--- config.mk ---
export PLATFORM = sky130hd
export DESIGN_NAME = main_fsm
export DESIGN_NICKNAME = d
export VERILOG_FILES = /design/src/rtl/main_fsm.sv
export SDC_FILE = /design/constraint.sdc
export NUM_CORES = 1
export LEC_CHECK = 0
export ABC_AREA = 1
export CAP_MARGIN = 30
export CORE_AREA = 2 2 39 41
export CTS_BUF_LIST = sky130_fd_sc_hd__clkbuf_4
export DETAILED_ROUTE_END_ITERATION = 8
export DIE_AREA = 0 0 41 43
export PLACE_DENSITY = 0.61
export SYNTH_ARGS = -nofsm -noshare
export SYNTH_HDL_FRONTEND = slang
export SYNTH_SLANG_ARGS = --single-unit
--- constraint.sdc ---
create_clock -name clk -period 1.3 [get_ports clk]
set_input_delay 0.26 -clock clk [delete_from_list [all_inputs] [get_ports clk]]
set_output_delay 0.26 -clock clk [all_outputs]
set_load 0.02 [all_outputs]
--- src/rtl/main_fsm.sv ---
// main_fsm: multicycle processor main controller.
// Moore machine: a four-bit state register steps the datapath through
// fetch, decode and the per-class execute sequences. Every control output
// is a pure decode of the state register, so Op/Funct can only influence
// the machine through the next-state logic, and only in DECODE/MEMADR.
module main_fsm (
    input  logic       clk,
    input  logic       reset,
    input  logic [1:0] Op,
    input  logic [5:0] Funct,
    output logic       IRWrite,
    output logic       AdrSrc,
    output logic       ALUSrcA,
    output logic [1:0] ALUSrcB,
    output logic [1:0] ResultSrc,
    output logic       NextPC,
    output logic       RegW,
    output logic       MemW,
    output logic       Branch,
    output logic       ALUOp,
    output logic [3:0] State
);

    // State encodings are visible on the debug State port, so they are fixed.
    typedef enum logic [3:0] {
        S_FETCH    = 4'd0,
        S_DECODE   = 4'd1,
        S_MEMADR   = 4'd2,
        S_MEMREAD  = 4'd3,
        S_MEMWB    = 4'd4,
        S_MEMWRITE = 4'd5,
        S_EXECUTER = 4'd6,
        S_EXECUTEI = 4'd7,
        S_ALUWB    = 4'd8,
        S_BRANCH   = 4'd9
    } state_t;

    // Instruction classes carried in Op.
    localparam logic [1:0] OP_DP     = 2'b00;
    localparam logic [1:0] OP_MEM    = 2'b01;
    localparam logic [1:0] OP_BRANCH = 2'b10;

    // Operand / result select codes.
    localparam logic [1:0] SRCB_REG  = 2'b00;
    localparam logic [1:0] SRCB_IMM  = 2'b01;
    localparam logic [1:0] SRCB_FOUR = 2'b10;
    localparam logic [1:0] RES_ALUOUT = 2'b00;
    localparam logic [1:0] RES_DATA   = 2'b01;
    localparam logic [1:0] RES_ALU    = 2'b10;

    // Complete control word driven by the controller.
    typedef struct packed {
        logic       ir_write;
        logic       adr_src;
        logic       alu_src_a;
        logic [1:0] alu_src_b;
        logic [1:0] result_src;
        logic       next_pc;
        logic       reg_w;
        logic       mem_w;
        logic       branch;
        logic       alu_op;
    } ctrl_t;

    localparam ctrl_t CTRL_IDLE = '{
        ir_write:   1'b0,
        adr_src:    1'b0,
        alu_src_a:  1'b0,
        alu_src_b:  2'b00,
        result_src: 2'b00,
        next_pc:    1'b0,
        reg_w:      1'b0,
        mem_w:      1'b0,
        branch:     1'b0,
        alu_op:     1'b0
    };

    // Control word for a given state; unknown encodings produce all zeros
    // so a corrupted state register can never request a write.
    function automatic ctrl_t decode_ctrl(input state_t st);
        ctrl_t c;
        c = CTRL_IDLE;
        case (st)
            S_FETCH: begin
                c.ir_write   = 1'b1;
                c.next_pc    = 1'b1;
                c.adr_src    = 1'b0;
                c.alu_src_a  = 1'b1;
                c.alu_src_b  = SRCB_FOUR;
                c.result_src = RES_ALU;
                c.alu_op     = 1'b0;
            end
            S_DECODE: begin
                c.alu_src_a  = 1'b1;
                c.alu_src_b  = SRCB_FOUR;
                c.result_src = RES_ALU;
            end
            S_EXECUTER: begin
                c.alu_src_a  = 1'b0;
                c.alu_src_b  = SRCB_REG;
                c.alu_op     = 1'b1;
            end
            S_EXECUTEI: begin
                c.alu_src_a  = 1'b0;
                c.alu_src_b  = SRCB_IMM;
                c.alu_op     = 1'b1;
            end
            S_ALUWB: begin
                c.result_src = RES_ALUOUT;
                c.reg_w      = 1'b1;
            end
            S_MEMADR: begin
                c.alu_src_a  = 1'b0;
                c.alu_src_b  = SRCB_IMM;
            end
            S_MEMREAD: begin
                c.adr_src    = 1'b1;
                c.result_src = RES_ALUOUT;
            end
            S_MEMWRITE: begin
                c.adr_src    = 1'b1;
                c.result_src = RES_ALUOUT;
                c.mem_w      = 1'b1;
            end
            S_MEMWB: begin
                c.result_src = RES_DATA;
                c.reg_w      = 1'b1;
            end
            S_BRANCH: begin
                c.alu_src_a  = 1'b0;
                c.alu_src_b  = SRCB_IMM;
                c.result_src = RES_ALU;
                c.branch     = 1'b1;
            end
            default: begin
                c = CTRL_IDLE;
            end
        endcase
        return c;
    endfunction

    state_t state_r;
    state_t next_state_s;
    ctrl_t  ctrl_s;

    // Funct[4:1] select the ALU operation; that decode lives in the ALU decoder.
    logic unused_funct_s;
    assign unused_funct_s = ^Funct[4:1];

    // State register: asynchronous return to FETCH on reset, else advance every edge.
    always_ff @(posedge clk or posedge reset) begin
        if (reset) begin
            state_r <= S_FETCH;
        end else begin
            state_r <= next_state_s;
        end
    end

    // Next-state logic; Op/Funct are only looked at in DECODE and MEMADR.
    always_comb begin
        next_state_s = S_FETCH;
        case (state_r)
            S_FETCH: begin
                next_state_s = S_DECODE;
            end
            S_DECODE: begin
                case (Op)
                    OP_DP: begin
                        if (Funct[5]) begin
                            next_state_s = S_EXECUTEI;
                        end else begin
                            next_state_s = S_EXECUTER;
                        end
                    end
                    OP_MEM:    next_state_s = S_MEMADR;
                    OP_BRANCH: next_state_s = S_BRANCH;
                    default:   next_state_s = S_FETCH;
                endcase
            end
            S_MEMADR: begin
                if (Funct[0]) begin
                    next_state_s = S_MEMREAD;
                end else begin
                    next_state_s = S_MEMWRITE;
                end
            end
            S_MEMREAD:  next_state_s = S_MEMWB;
            S_MEMWB:    next_state_s = S_FETCH;
            S_MEMWRITE: next_state_s = S_FETCH;
            S_EXECUTER: next_state_s = S_ALUWB;
            S_EXECUTEI: next_state_s = S_ALUWB;
            S_ALUWB:    next_state_s = S_FETCH;
            S_BRANCH:   next_state_s = S_FETCH;
            default:    next_state_s = S_FETCH;
        endcase
    end

    // Output decode straight from the state register (Moore outputs).
    always_comb begin
        ctrl_s    = decode_ctrl(state_r);
        IRWrite   = ctrl_s.ir_write;
        AdrSrc    = ctrl_s.adr_src;
        ALUSrcA   = ctrl_s.alu_src_a;
        ALUSrcB   = ctrl_s.alu_src_b;
        ResultSrc = ctrl_s.result_src;
        NextPC    = ctrl_s.next_pc;
        RegW      = ctrl_s.reg_w;
        MemW      = ctrl_s.mem_w;
        Branch    = ctrl_s.branch;
        ALUOp     = ctrl_s.alu_op;
        State     = state_r;
    end

endmodule

==> results.md <==
* CTS Buffer Depth at 2
* Worst IR Drop VDD at 1170 uV
* Yosys cell types at 12
* I/O Buffers at 21
* Worst hold slack at 0.206 ns
* Nets@finish at 100
* Num CTS Buffers at 3
* Die Ht at 43 um
* Critical path endpoint: AdrSrc
* Fin area at 699 sq um
* GRT met3 Usage at 1.57%
* H-tree Lvls at 1
* Skew-Pair Late Insertion Delay at 0.23 ns
* Final hold viol count at 0
* Cell taking the most area after synthesis: dfrtp_1
* Compound-cell area share of the yosys netlist at 3.02%
* Clock Skews at 0.00345 ns
* Clock sinks at 4
* Post-Synth Adder-Cell Area at 0%
* Die ar. at 0.00176 sq mm
* Period minus WS final at 1.42 ns
* Sequential area share after synthesis at 30.2%
* Crit path required time at 1.04 ns
* Post-Synth XOR/XNOR Area at 0%
* Worst R2R Setup Slack at 0.19 ns
* Final period utilization at 110%
* Post-synth top cells: nand2_1 (13), nor2_1 (11), inv_1 (8)
* Area share of the largest cell type after synthesis at 30.2%
* Routed len/inst at 8.47 um
* Post-synthesis instance area at 332 sq um
* CTS tree: built
* PD cells at 2950 mW/mm^2
* GR Util met2 at 20.0%
* Failing checks: setup timing
* CP delay by family, top: flip-flops
* Site row count at 14
* Status: finished with violations
* Tot GR Track Use at 12.5%
* TritonRoute pass-1 iters at 4
* Most Crowded Layer GR: met2
* Multiplexer area fraction after synthesis at 0%
* Post-synthesis simple-gate area fraction at 50.9%
* FF-to-FF path depth at 7
* Worst-path clk slew at 0.04 ns
* Relative slew slack at 86.3%
* CP Class: flip-flop to primary output
* Initial antenna violation count at 0
* Main combinational cell family by area after synthesis: simple AND/OR/NAND/NOR gates
* Number of remaining DRC errors at 0
* Routed Antenna Nets at 0
* Area contributors post-synth: dfrtp_1 (30%), nand2_1 (15%), nor2_1 (12%), nand3_1 (9.1%), inv_1 (9.1%)
* Worst Path Buf+Inv at 1
* Reg-to-reg startpoint: State[3]
* Largest register FFs at 4
* Ys async rst share at 100%
* Ant diodes at 0
* Fin worst setup slack at -0.124 ns
* Post-DR vias/cell at 4.21
* Layout area overhead at 111%
* Arr. time, crit path at 1.16 ns
* Hold-fix buffers at CTS at 0
* Mapped Cells at 55
* DR iter-0 viols at 3
* CP Cell Sequence: nor2_2 > nand2_1 > o21ai_1 > buf_2
* Maxcap violations at 0
* Met1 Use GR at 14.6%
* IO Pins at 26
* Max Clk Rate at 0.702 GHz
* HP Class: primary input to asynchronous set/reset pin
* Post-synth top flop: dfrtp_1
* Measured slew at the worst slew-check pin at 0.207 ns
* Setup-failing EPs final at 12
* Global-route wire length before repair at 1.48 mm
* Die Span X at 41 um
* Synth Area per Inst at 6.03 sq um
* CTS root buf: clkbuf_4
* Syn Nets at 65
* Vias in the first global route at 381
* Area of the core at 0.00138 sq mm
* Non-filler cells, final at 105
* WP depth at 4
* Total wire length at 889 um
* Placement Cell Area at 641 sq um
* Vias at 442
* Slew Limit Fails at 0
* Critical-path top delay cell: dfrtp_2
* RSZ-0062 raised after global routing: true
* Number of flops mapped to enable cells by yosys at 0
* # placed instances at 100
* CP max FO at 5
* Layout cells sized above 1 at 58.4%
* Top-count cell post-synth: nand2_1
* Post-DP HPWL at 755 um
* Starting Density at 24.0%
* Remaining global-route overflow at 0
* Crit start category: flip-flop
* Ys Warns at 0
* Largest net degree at the start of global routing at 7
* Gpl congestion at 0.740
* CP endpoint kind: primary output
* Seq cells post-synth at 4
* CP startpoint: State[2]
* FF-to-FF End: State[0]
* Crit path largest cell delay at 0.45 ns
* Lkg Pwr at 0.000376 uW
[metal layers]
metal	part of all wire [%]	up-vias	wire length (um)
met3	6.6	0	59
met1	40	194	360
li1	-	233	-
met5	0	-	0
met2	53	15	470
met4	0	0	0
[per-stage QoR]
| step | power (uW) | setup slack, ns | utilization, % | setup TNS [ns] |
|---|---|---|---|---|
| floorplan | 1080 | -0.0419 | - | -0.0495 |
| global placement | 1790 | -0.369 | 46.3 | -4.23 |
| detailed placement | 1780 | -0.379 | 46.3 | -4.26 |
| CTS | 1940 | -0.184 | 47.8 | -1.18 |
| global route | 2210 | -0.185 | 50.5 | -1.62 |
| finish | 2060 | -0.124 | 50.5 | -0.858 |
[layout make-up]
| class | count | area, sq um |
|---|---|---|
| repair buffers | 32 | 278 |
| clock buffers | 4 | 30.0 |
| inverters | 10 | 42.5 |
| fillers | 161 | 684 |
| multi-input cells | 39 | 224 |
| flip-flops and latches | 4 | 105 |
| well taps | 16 | 20.0 |
[layout by cell type, fill, tap and decap left out, drive strengths merged]
cell type      synthesis  final
dlygate4sd2            0      2
clkdlybuf4s50          0      5
buf                    2     25
nand2                 16     16
dfrtp                  4      4
inv                   10     10
nor2                  15     15
clkbuf                 0      4
o21ai                  2      2
nand3                  6      6
[worst min path at each step]
stage / start / end / slack, ns / cells after the start
floorplan: reset / State[0] / 0.03 / 1
global placement: reset / State[0] / 0.45 / 2
detailed placement: reset / State[0] / 0.46 / 2
CTS: reset / State[2] / 0.21 / 2
global route: reset / State[3] / 0.23 / 2
finish: reset / State[2] / 0.21 / 2
[cells by family after synthesis]
logic type / count (synthesis)
AOI/OAI and AO/OA: 2
buffers and inverters: 12
DFF: 4
and+or+nand+nor: 37
[power by group]
part	internal, uW	switching [uW]
clock	136	52.7
sequential	187	95.8
combinational	749	844
[timing repair]
item	CTS	global route
endpoints found under the hold margin	0	0
pin swaps	0	1
endpoints found under the setup margin	16	12
setup buffers	0	1
resized for setup	79	13
[worst reg2reg max path, stage by stage (launching register included)]
cell	delay, ns
dfrtp_2	0.44
inv_4	0.11
nand2_4	0.08
nor2_4	0.12
buf_4	0.12
buf_4	0.08
nand2_1	0.03
nand2_1	0.06
Power figures use the tool's default switching activity.
